--- config.mk ---
export PLATFORM = sky130hd
export DESIGN_NAME = hl_inject_enc
export DESIGN_NICKNAME = d
export VERILOG_FILES = /design/src/rtl/hl_inject_enc.sv
export SDC_FILE = /design/constraint.sdc
export NUM_CORES = 1
export LEC_CHECK = 0
export ABC_AREA = 1
export CAP_MARGIN = 20
export CORE_MARGIN = 4
export CORE_UTILIZATION = 50
export DETAILED_ROUTE_END_ITERATION = 16
export PLACE_DENSITY = 0.87
export SYNTH_ARGS = -nofsm -noshare
export SYNTH_HDL_FRONTEND = slang
export SYNTH_SLANG_ARGS = --single-unit
--- constraint.sdc ---
create_clock -name clk -period 4.8 [get_ports clk]
set_input_delay 0.72 -clock clk [delete_from_list [all_inputs] [get_ports clk]]
set_output_delay 0.72 -clock clk [all_outputs]
set_load 0.005 [all_outputs]
--- src/rtl/hl_inject_enc.sv ---
// HL multicast NoC source encoder: latches a send request, builds the HL header and
// streams HEAD/BODY/TAIL flits under credit flow control. Optional: HL_ENC_SELF_FILTER_EN.
`ifndef ROW
`define ROW 4
`endif
`ifndef NODEW
`define NODEW 4
`endif
`ifndef MADDR
`define MADDR 31
`endif
`ifndef MSRC_BW
`define MSRC_BW 4
`endif

module hl_inject_enc #(
    parameter int MY_XPOS   = 0,
    parameter int MY_YPOS   = 0,
    parameter int XSIZE     = 8,
    parameter int DATAW     = 64,
    parameter int LENW      = 4,
    parameter int BUF_DEPTH = 4
) (
    input  logic               clk,
    input  logic               rst_,
    input  logic               req_valid,
    output logic               req_ready,
    input  logic               req_mult,
    input  logic [`NODEW:0]    req_uni_dst,
    input  logic [`MADDR:0]    req_mult_dst,
    input  logic [LENW-1:0]    req_len,
    input  logic               data_valid,
    output logic               data_ready,
    input  logic [DATAW-1:0]   data_in,
    output logic [DATAW+1:0]   flit_out,
    output logic               flit_valid,
    input  logic               credit_in,
    output logic               busy,
    output logic               drop,
    output logic [1:0]         state_dbg
);

    // Handshakes: a transfer happens on a rising edge where valid and ready are both high;
    // req_ready and data_ready depend only on registered state, never on the valids.

    localparam int UNIW     = `NODEW + 1;
    localparam int MULTW    = `MADDR + 1;
    localparam int SDW      = `MSRC_BW + 1;
    localparam int UNI_LSB  = 1;
    localparam int MULT_LSB = UNI_LSB + UNIW;
    localparam int SP_LSB   = MULT_LSB + MULTW;
    localparam int SD_LSB   = SP_LSB + 2;
    localparam int LEN_LSB  = SD_LSB + SDW;
    localparam int CW       = $clog2(BUF_DEPTH + 1);
    localparam int MY_POS   = MY_XPOS * `ROW + MY_YPOS;

    localparam logic [1:0]     SRC_POS = {(MY_XPOS >= XSIZE / 2), (MY_YPOS >= `ROW / 2)};
    localparam logic [SDW-1:0] SRC_DST = SDW'(MY_POS);

    localparam logic [1:0] T_HEAD     = 2'b00;
    localparam logic [1:0] T_BODY     = 2'b01;
    localparam logic [1:0] T_TAIL     = 2'b10;
    localparam logic [1:0] T_HEADTAIL = 2'b11;

    typedef enum logic [1:0] {
        S_IDLE = 2'd0,
        S_HEAD = 2'd1,
        S_BODY = 2'd2
    } state_t;

    state_t            state, state_nxt;
    logic [CW-1:0]     credits;
    logic [LENW-1:0]   cnt, cnt_nxt;
    logic              lat_mult;
    logic [UNIW-1:0]   lat_uni;
    logic [MULTW-1:0]  lat_mdst;
    logic [LENW-1:0]   lat_len;

    logic              acc_mult;
    logic [UNIW-1:0]   acc_uni;
    logic [MULTW-1:0]  acc_mdst;
    logic              acc_drop;
    logic              load;
    logic              drop_nxt;
    logic              issue;
    logic [DATAW+1:0]  issue_flit;
    logic [DATAW-1:0]  hdr;
    logic              has_credit;

    assign has_credit = (credits != '0);
    assign busy       = (state != S_IDLE);
    assign state_dbg  = state;

`ifdef HL_ENC_SELF_FILTER_EN
    localparam logic [MULTW-1:0] SELF_MASK = (MY_POS < MULTW) ? (MULTW'(1) << MY_POS) : '0;

    logic [MULTW-1:0] filt;
    logic             one_hot;
    logic [UNIW-1:0]  hot_idx;

    // Self bit is removed first; a lone remaining target travels cheaper as unicast.
    always_comb begin
        filt    = req_mult_dst & ~SELF_MASK;
        one_hot = (filt != '0) && ((filt & (filt - MULTW'(1))) == '0);
        hot_idx = '0;
        for (int i = 0; i < MULTW; i++) begin
            if (filt[i]) hot_idx = UNIW'(i);
        end
    end

    always_comb begin
        acc_mult = req_mult;
        acc_uni  = req_uni_dst;
        acc_mdst = '0;
        acc_drop = 1'b0;
        if (req_mult) begin
            if (filt == '0) begin
                acc_drop = 1'b1;
            end else if (one_hot) begin
                acc_mult = 1'b0;
                acc_uni  = hot_idx;
            end else begin
                acc_uni  = '0;
                acc_mdst = filt;
            end
        end
    end
`else
    always_comb begin
        acc_mult = req_mult;
        acc_uni  = req_uni_dst;
        acc_mdst = '0;
        acc_drop = 1'b0;
        if (req_mult) begin
            acc_uni  = '0;
            acc_mdst = req_mult_dst;
            acc_drop = (req_mult_dst == '0);
        end
    end
`endif

    always_comb begin
        hdr                       = '0;
        hdr[0]                    = lat_mult;
        hdr[UNI_LSB +: UNIW]      = lat_uni;
        hdr[MULT_LSB +: MULTW]    = lat_mdst;
        hdr[SP_LSB +: 2]          = lat_mult ? SRC_POS : 2'b00;
        hdr[SD_LSB +: SDW]        = SRC_DST;
        hdr[LEN_LSB +: LENW]      = lat_len;
    end

    always_comb begin
        state_nxt  = state;
        cnt_nxt    = cnt;
        req_ready  = 1'b0;
        data_ready = 1'b0;
        load       = 1'b0;
        drop_nxt   = 1'b0;
        issue      = 1'b0;
        issue_flit = '0;
        case (state)
            S_IDLE: begin
                req_ready = 1'b1;
                if (req_valid) begin
                    if (acc_drop) begin
                        drop_nxt = 1'b1;
                    end else begin
                        load      = 1'b1;
                        state_nxt = S_HEAD;
                    end
                end
            end
            S_HEAD: begin
                if (has_credit) begin
                    issue = 1'b1;
                    if (lat_len == '0) begin
                        issue_flit = {T_HEADTAIL, hdr};
                        state_nxt  = S_IDLE;
                    end else begin
                        issue_flit = {T_HEAD, hdr};
                        cnt_nxt    = lat_len;
                        state_nxt  = S_BODY;
                    end
                end
            end
            S_BODY: begin
                data_ready = has_credit;
                if (data_valid && has_credit) begin
                    issue   = 1'b1;
                    cnt_nxt = cnt - LENW'(1);
                    if (cnt == LENW'(1)) begin
                        issue_flit = {T_TAIL, data_in};
                        state_nxt  = S_IDLE;
                    end else begin
                        issue_flit = {T_BODY, data_in};
                    end
                end
            end
            default: state_nxt = S_IDLE;
        endcase
    end

    always_ff @(posedge clk or negedge rst_) begin
        if (!rst_) begin
            state      <= S_IDLE;
            cnt        <= '0;
            lat_mult   <= 1'b0;
            lat_uni    <= '0;
            lat_mdst   <= '0;
            lat_len    <= '0;
            flit_out   <= '0;
            flit_valid <= 1'b0;
            drop       <= 1'b0;
        end else begin
            state      <= state_nxt;
            cnt        <= cnt_nxt;
            flit_valid <= issue;
            drop       <= drop_nxt;
            if (issue) flit_out <= issue_flit;
            if (load) begin
                lat_mult <= acc_mult;
                lat_uni  <= acc_uni;
                lat_mdst <= acc_mdst;
                lat_len  <= req_len;
            end
        end
    end

    // A returned slot and a send in the same cycle cancel; returns at full are ignored.
    always_ff @(posedge clk or negedge rst_) begin
        if (!rst_) begin
            credits <= CW'(BUF_DEPTH);
        end else if (issue && !credit_in) begin
            credits <= credits - CW'(1);
        end else if (!issue && credit_in && credits != CW'(BUF_DEPTH)) begin
            credits <= credits + CW'(1);
        end
    end

endmodule

### Word level (Yosys, flattened, before mapping)

Index checks and enable logic that the tools add are counted.

| operators by class | value |
|---|---|
| add/sub/neg operators | 3 |
| equal/unequal tests | 10 |
| multiplexer cells | 32 |
| reductions and logical operators | 15 |

Operators with widths:

| cell | count |
|---|---|
| two-way mux 66 bit | 4 |
| case mux 66 bit (2 select lines) | 1 |
| zero test 32 bit | 1 |
| two-way mux 32 bit | 1 |
| two-way mux 2 bit | 6 |
| two-way mux 4 bit | 3 |
| != test 2 bit, second input constant | 6 |
| two-way mux 1 bit | 11 |
| case mux 4 bit (2 select lines) | 1 |
| two-way mux 3 bit | 2 |
| case mux 2 bit (3 select lines) | 1 |
| nonzero test 2 bit | 3 |
| two-way mux 5 bit | 1 |
| AND reduction 5 bit | 1 |
| equality test 4 x 1 -> 1 bit, second input constant | 1 |
| logical AND 1 bit | 4 |
| zero test 4 bit | 1 |
| AND reduction 4 bit | 1 |
| subtractor 4 x 1 -> 4 bit, second input constant | 1 |
| adder 3 x 1 -> 3 bit, second input constant | 1 |
| != test 3 bit, second input constant | 1 |
| nonzero test 3 bit | 1 |
| subtractor 3 x 1 -> 3 bit, second input constant | 1 |
| equality test 2 x 1 -> 1 bit, second input constant | 1 |
| 4 further kinds | 5 |

| storage, ports and cells | value |
|---|---|
| register bits after elaboration | 119 |
| bits of input ports | 111 |
| output and inout port bits | 73 |
| logic and storage cells | 70 |

### Longest topological paths before layout

Gate-level depths: netlist (run 1).

| depth | value |
|---|---|
| depth after elaboration | 9 |
| gate-level depth with buffers | 12 |
| gate-level depth less buffers | 12 |

### Worst setup path after synthesis (run 1)

OpenSTA, ideal clock, no wires.

| path | value |
|---|---|
| path kind | input port to flip-flop |
| start point | input port data_valid |
| end point | register credits[2] |
| setup time | 60 ps |
| arrival time | 2,048 ps |
| data required time | 4,740 ps |
| slack | 2,692 ps |
| stages on the path | 11 |
| buffers on the path | 1 |
| cells stage by stage | buf_2 > nand3_1 > nand2_1 > nand2_2 > inv_2 > nand2_1 > fa_1 > nand3b_1 > nand2_1 > nand2_1 > nand2_1 |

| between the ends | value |
|---|---|
| cells in the longest elaborated chain, start to end | 7 |

Ends and longest elaborated chain:

| element | RTL line | RTL |
|---|---|---|
| start, declared | 32 | `input logic data_valid,` |
| logical AND 1 bit * | 188 | `if (data_valid && has_credit) begin` |
| two-way mux 1 bit * | 188 |  |
| case mux 1 bit (2 select lines) * | 161 | `case (state)` |
| zero test 1 bit | 235 | `end else if (!issue && credit_in && credits != CW'(BUF_DEPTH)) begin` |
| logical AND 1 bit (2 in a row) | 235 |  |
| nonzero test 2 bit (no line) | -- |  |
| end signal, assigned | 232 | `credits <= CW'(BUF_DEPTH);` |
| end signal, assigned | 234 | `credits <= credits - CW'(1);` |
| end signal, assigned | 236 | `credits <= credits + CW'(1);` |
| end, declared | 72 | `logic [CW-1:0] credits;` |

Every way passes the cells marked *; elsewhere a longest branch is shown, timed or not.
A chain may end at the register's enable or synchronous reset.

### Final worst setup path (run 1)

| path | value |
|---|---|
| start point | register state[0] (netlist: state_dbg[0]) |
| end point | register credits[2] |

| between the ends | value |
|---|---|
| cells in the longest elaborated chain, start to end | 6 |

Ends and longest elaborated chain:

| element | RTL line | RTL |
|---|---|---|
| start, declared | 71 | `state_t state, state_nxt;` |
| start signal, assigned | 215 | `state <= state_nxt;` |
| equality test 2 bit or equality test 2 x 1 -> 1 bit (tied branches) | 161 |  |
| case mux 1 bit (2 select lines) * | 161 |  |
| zero test 1 bit | 235 |  |
| logical AND 1 bit (2 in a row) | 235 |  |
| nonzero test 2 bit (no line) | -- |  |

Marks and branches as above.

==> results of run 1 <==
[area by class of cell]
type / count / area, um^2
Multi-Input combinational cell: 446 / 2115
Clock buffer: 19 / 421.7
Tap cell: 136 / 170.2
Sequential cell: 119 / 2979
Inverter: 44 / 165.2
Clock inverter: 13 / 180.2
Timing Repair Buffer: 190 / 1897
Fill cell: 692 / 2581
[registers in the layout (all words and copies together), names as in the netlist]
name / flops
flit_out: 66
lat_mdst: 32
lat_uni: 5
cnt: 4
lat_len: 4
credits: 3
state_dbg: 2
drop: 1
flit_valid: 1
lat_mult: 1
[worst max-delay path: stages, from the launching register on]
cell and delay (ns):
dfrtp_1 0.41, inv_1 0.11, ha_1 0.31, nand3_1 0.15, nand2_1 0.14, nand2_2 0.29
inv_2 0.64, nand2_1 0.25, fa_1 0.45, nand3b_1 0.21, nand2_1 0.11, nand2_1 0.06
nand2_1 0.07
[cell usage after synthesis]
cell	instances	area (um^2)
nand2_1	185	694.4
dfrtp_1	118	2953
nor2_1	69	259.0
nand3_1	60	300.3
a31oi_1	44	275.3
inv_1	40	150.1
o21ai_1	28	140.1
o21ai_0	27	135.1
clkbuf_1	18	67.56
buf_2	10	50.05
o21ai_2	10	87.58
buf_6	6	67.56
ha_1	5	62.56
buf_4	4	30.03
a21oi_1	3	15.01
inv_2	3	11.26
or2_2	2	12.51
a21boi_0	1	7.510
clkinv_1	1	3.750
dfstp_2	1	26.28
fa_1	1	20.02
nand2_2	1	6.260
nand2_4	1	11.26
nand3b_1	1	7.510
nand4_1	1	6.260
nand4_4	1	21.27
nor2_2	1	6.260
nor2_4	1	11.26
o211ai_2	1	12.51
o21a_1	1	7.510
or2_1	1	6.260
xor2_1	1	8.760
[cells by family after synthesis]
group | after synthesis | synth area share [%]
XOR/XNOR | 1 | 0.1600
AO/OA/AOI/OAI | 115 | 12.43
buffers and inverters | 82 | 6.948
flip-flops | 119 | 54.42
adder cells (fa/ha/maj) | 6 | 1.509
AND/OR/NAND/NOR | 324 | 24.53
[power groups by stage]
stage          Clock (W)  Combinational (W)  Sequential [W]
6_report         0.00129            0.00208         0.00180
5_1_grt          0.00135            0.00231         0.00185
4_1_cts          0.00130            0.00210         0.00180
3_5_place_dp           0            0.00205         0.00180
3_3_place_gp           0            0.00193         0.00177
2_1_floorplan          0            0.00111         0.00175
[worst paths after layout]
check | to | slack, ns | cells past startpoint
setup / recovery | credits[2]$_DFFE_PN1P_ | 1.55 | 12
hold / removal | flit_out[53]$_DFFE_PN0P_ | 0.14 | 1
setup reg to reg | credits[2]$_DFFE_PN1P_ | 1.55 | 12
hold reg to reg | flit_out[54]$_DFFE_PN0P_ | 0.49 | 2
max in group asynchronous | lat_mdst[15]$_DFFE_PN0P_ | 3.57 | 2
min in group clk | flit_out[54]$_DFFE_PN0P_ | 0.49 | 2
[per-stage QoR]
stage               cells  utilization (%)  area, um^2  setup WS, ns  power [W]
floorplan             647                -        5474         2.692   0.002862
finish                967            75.44        7928         1.547   0.005177
global placement      934            69.45        7298         1.760   0.003703
detailed placement    935            69.71        7326         1.602   0.003851
global route          967            75.44        7928         1.264   0.005509
CTS                   967            75.44        7928         1.561   0.005190
[routing by layer]
| metal | wire (um) | vias to the layer above | part of all wire (%) |
|---|---|---|---|
| met5 | 0 | - | 0 |
| met4 | 367 | 0 | 2.3 |
| met3 | 1178 | 34 | 7.2 |
| met2 | 8635 | 227 | 53 |
| met1 | 6090 | 2512 | 37 |
| li1 | - | 2459 | - |
==> results.py, run 1 <==
metrics = {
    "logic_synthesis": {
        "syn_avg_cell_area_um2": 8.461,
        "ys_ff_latch": 119,
        "syn-num-nets": 764,
        "netlist_instances": 647,
        "yosysUniqueCellTypes": 32,
        "yosys_warnings": 0,
        "seq_area_frac_synth_pct": 54.42,
        "syn_area_um2": 5474,
    },
    "run": {
        "cap_violations": 0,
    },
    "critical_path": {
        "arrival_ns": 3.70,
        "worstPathRequired_ns": 5.25,
        "worstReg2RegStart": "state_dbg[0]$_DFFE_PN0P_",
        "crit_type": "flop to flop",
        "cp_max_fo": 46,
        "startpoint": "state_dbg[0]$_DFFE_PN0P_",
        "startpoint_type": "flop",
        "end_kind": "flop",
    },
    "clock_tree": {
        "cts.path.max_buffers": 2,
        "h-tree-depth": 4,
        "clk_latency_ns": 0.51,
        "cts_setup_buffers": 0,
        "cts_tree": "done",
        "cts-hold-fix-buffers": 0,
        "cts_resized": 0,
        "cts-root-buf": "clkbuf_8",
        "cts.sinks": 119,
        "cts_buffers": 17,
        "clk_pin_slew_worst_paths_ns": 0.06,
    },
    "grt": {
        "overflow": 0,
        "grt_pass1_wl_mm": 26.46,
        "grt_pass1_vias": 5304,
        "grtUsageTotal_pct": 25.66,
        "met1_usage_pct": 31.07,
        "grt_antenna_before_repair": 0,
        "grt_max_degree": 81,
        "globalRouteMet3Util_pct": 6.199,
        "grt_use_met2_pct": 45.58,
        "busiest_layer": "met2",
    },
    "detailed_routing": {
        "routedWlPerCell_um": 16.83,
        "postRouteAntennaNets": 0,
        "drc": 0,
        "via_count": 5232,
        "vias_per_cell": 5.411,
        "drtIter0Drc": 461,
        "drt_pass1_iterations": 6,
        "wl_mm": 16.27,
    },
    "sta": {
        "finalCriticalPeriod_ns": 3.253,
        "slew_headroom_pct": 45.84,
        "setup_violations": 0,
        "hold_viol": 0,
        "rsz0062_at_grt": "false",
        "fin_tns_setup_ns": 0,
        "worst_hold_slack_ns": 0.1377,
        "max_freq_mhz": 307.4,
        "period_share_pct": 67.77,
        "skew_ns": 0.008637,
        "finalMaxSlewViolations": 0,
        "tightestPinTransition_ns": 0.8124,
    },
    "min_path": {
        "min_path_type": "primary input to async pin",
    },
    "layout": {
        "layout_commonest_cell": "nand2_1",
        "nets": 935,
        "drive_above_1_share_pct": 7.341,
        "final_cell_mix": "nand2_1 (185), clkdlybuf4s50_1 (181), dfrtp_1 (118)",
        "area_growth_pct": 44.82,
        "antenna_cells": 0,
    },
    "power_and_ir_drop": {
        "net-switching-power_w": 0.001834,
        "peakVddDrop_v": 0.0003246,
        "p_leak_nw": 3.496,
        "p_per_area_nw_per_um2": 653.1,
        "switching_share_pct": 35.43,
        "power_frac_clock_pct": 25.0,
        "combPwrFrac_pct": 40.3,
        "p_int_w": 0.003343,
        "p_seq_share_pct": 34.7,
    },
    "floorplan": {
        "die-area_um2": 12690,
        "ios": 184,
        "core.rowCount": 37,
        "die_h_um": 112.6,
        "core-area_um2": 10510,
        "start_util_pct": 52.09,
        "die_w_um": 112.6,
    },
    "placed_design": {
        "dpl.hpwl_mm": 11.40,
        "place_congestion": 0.8982,
        "portBuffers": 183,
    },
    "status": {
        "outcome": "complete, no violations",
    },
}
Power figures use the tool's default switching activity.
==> run 2: changes to the inputs <==
Settings changed: CORE_UTILIZATION 50 to 42, PLACE_DENSITY 0.87 to 0.78.
Clock period 4.8 ns to 2.7 ns, I/O delays scaled along.
==> run 2 against run 1 <==
Power up 70%. Via count down 5.4%. Combinational power up 75%. Cell area up 0.39%. Utilization down 13 points. Worst setup slack worse by 1.4 ns. Sequential power up 74%. Final cell count up 4.1%. Flip-flop and latch count unchanged. Highest routed layer unchanged.
==> results.py, run 2 (synthesized netlist as in run 1, its figures left out) <==
metrics = {
    "status": {
        "outcome": "complete, no violations",
    },
    "detailed_routing": {
        "drc": 0,
        "vias_per_cell": 4.913,
        "wl_mm": 15.16,
        "drtIter0Drc": 339,
        "routedWlPerCell_um": 15.06,
        "via_count": 4947,
        "drt_pass1_iterations": 5,
        "postRouteAntennaNets": 0,
    },
    "run": {
        "cap_violations": 0,
    },
    "sta": {
        "max_freq_mhz": 394.9,
        "worst_hold_slack_ns": 0.4205,
        "slew_headroom_pct": 43.74,
        "setup_violations": 0,
        "hold_viol": 0,
        "finalCriticalPeriod_ns": 2.532,
        "fin_tns_setup_ns": 0,
        "period_share_pct": 93.78,
        "rsz0062_at_grt": "false",
        "tightestPinTransition_ns": 0.8439,
        "skew_ns": 0.007013,
        "finalMaxSlewViolations": 0,
    },
    "grt": {
        "grt_pass1_vias": 4948,
        "grtUsageTotal_pct": 21.30,
        "grt_max_degree": 90,
        "grt_pass1_wl_mm": 24.71,
        "overflow": 0,
        "grt_antenna_before_repair": 0,
    },
    "floorplan": {
        "die_w_um": 122.2,
        "core-area_um2": 12670,
        "die_h_um": 122.2,
        "start_util_pct": 43.20,
        "die-area_um2": 14920,
        "ios": 184,
        "core.rowCount": 41,
    },
    "layout": {
        "seq_area_um2": 2979,
        "largest_register_ffs": 66,
        "antenna_cells": 0,
        "area_growth_pct": 45.39,
        "final_cell_mix": "nand2_1 (185), clkdlybuf4s50_1 (181), dfrtp_1 (118)",
        "nets": 940,
        "top_regs": "flit_out x66, lat_mdst x32, lat_uni x5",
        "drive_above_1_share_pct": 7.066,
        "largest_register": "flit_out",
        "layout_commonest_cell": "nand2_1",
        "num-fill-cells": 1103,
        "multi_input_area_um2": 2117,
    },
    "min_path": {
        "min_path_type": "primary input to flop",
        "hold_start": "data_valid",
    },
    "critical_path": {
        "end_kind": "output pin",
        "worstReg2RegStart": "state_dbg[1]$_DFFE_PN0P_",
        "startpoint_type": "flop",
        "crit_type": "flop to output pin",
        "worstPathRequired_ns": 2.30,
        "arrival_ns": 2.13,
        "cp_max_fo": 8,
        "startpoint": "state_dbg[0]$_DFFE_PN0P_",
    },
    "clock_tree": {
        "cts.sinks": 119,
        "cts_buffers": 17,
        "cts_tree": "done",
        "h-tree-depth": 4,
        "clk_pin_slew_worst_paths_ns": 0.05,
        "cts-root-buf": "clkbuf_16",
        "cts_setup_buffers": 0,
        "clk_latency_ns": 0.42,
        "cts.path.max_buffers": 2,
    },
    "placed_design": {
        "dpl.hpwl_mm": 10.82,
        "place_congestion": 0.8677,
        "portBuffers": 183,
    },
    "power_and_ir_drop": {
        "p_leak_nw": 3.495,
        "p_per_area_nw_per_um2": 1108,
        "peakVddDrop_v": 0.0005073,
    },
}
==> run 2: changes by cell type in the layout (fill, tap and decap cells not counted), sizes merged <==
cell,delta
bufinv,-3
dlygate4sd3,+1
clkinvlp,-3
clkinv,-3
buf,+4
clkbuf,+8
==> run 2: worst paths after layout <==
path | to | slack (ns) | depth (start not counted)
worst min register to register | lat_mdst[18]$_DFFE_PN0P_ | 0.48 | 2
min in group asynchronous | state_dbg[1]$_DFFE_PN0P_ | 0.52 | 2
max in group asynchronous | flit_out[26]$_DFFE_PN0P_ | 1.54 | 3
worst max register to register | flit_out[36]$_DFFE_PN0P_ | 0.48 | 7
worst min-delay path | flit_out[65]$_DFFE_PN0P_ | 0.42 | 4
worst max-delay path | data_ready | 0.17 | 5
==> run 2: power by group <==
part / switching, W / leakage (nW) / internal [W]
logic: 0.00183 / 1.74 / 0.00182
registers: 0.000477 / 1.50 / 0.00266
clock network: 0.000736 / 0.259 / 0.00130
total: 0.00304 / 3.50 / 0.00578
==> run 2: final cells by class <==
type                            count  area share (%)
Clock buffer                       27           6.068
Clock inverter                      4          0.5659
Inverter                           44           2.075
Multi-Input combinational cell    446           26.60
Sequential cell                   119           37.43
Tap cell                          172           2.704
Timing Repair Buffer              195           24.56
==> run 2: routing by layer <==
metal | part of all wire [%] | routed length [um] | track usage (%) | up-vias
met5 | 0 | 0 | 0 | -
met4 | 2.2 | 332 | 7.488 | 0
met3 | 6.5 | 979 | 6.732 | 26
met2 | 48 | 7305 | 34.77 | 161
met1 | 43 | 6544 | 26.76 | 2291
li1 | - | - | - | 2469
==> run 2: metrics by stage <==
step	power (W)	util [%]	area, um^2	setup slack (ns)	cells
2_1_floorplan	0.005087	-	5474	0.7396	647
3_3_place_gp	0.006714	58.55	7418	0.3566	975
3_5_place_dp	0.006822	58.55	7418	0.2901	975
4_1_cts	0.008895	62.79	7956	0.07219	1007
5_1_grt	0.009532	62.81	7959	0.03071	1007
6_report	0.008820	62.81	7959	0.1678	1007
==> run 2: critical path: stages, from the launching register on <==
cell             delay (ns)
dfrtp_1                0.39
inv_1                  0.11
ha_2                   0.27
inv_2                  0.11
nor2_4                 0.25
clkdlybuf4s50_1        0.59
==> run 2: what timing repair did <==
item,in CTS,in global routing
hold endpoints to repair,37,0
hold buffers,1,0
resized for setup,0,1
setup endpoints to repair,0,1
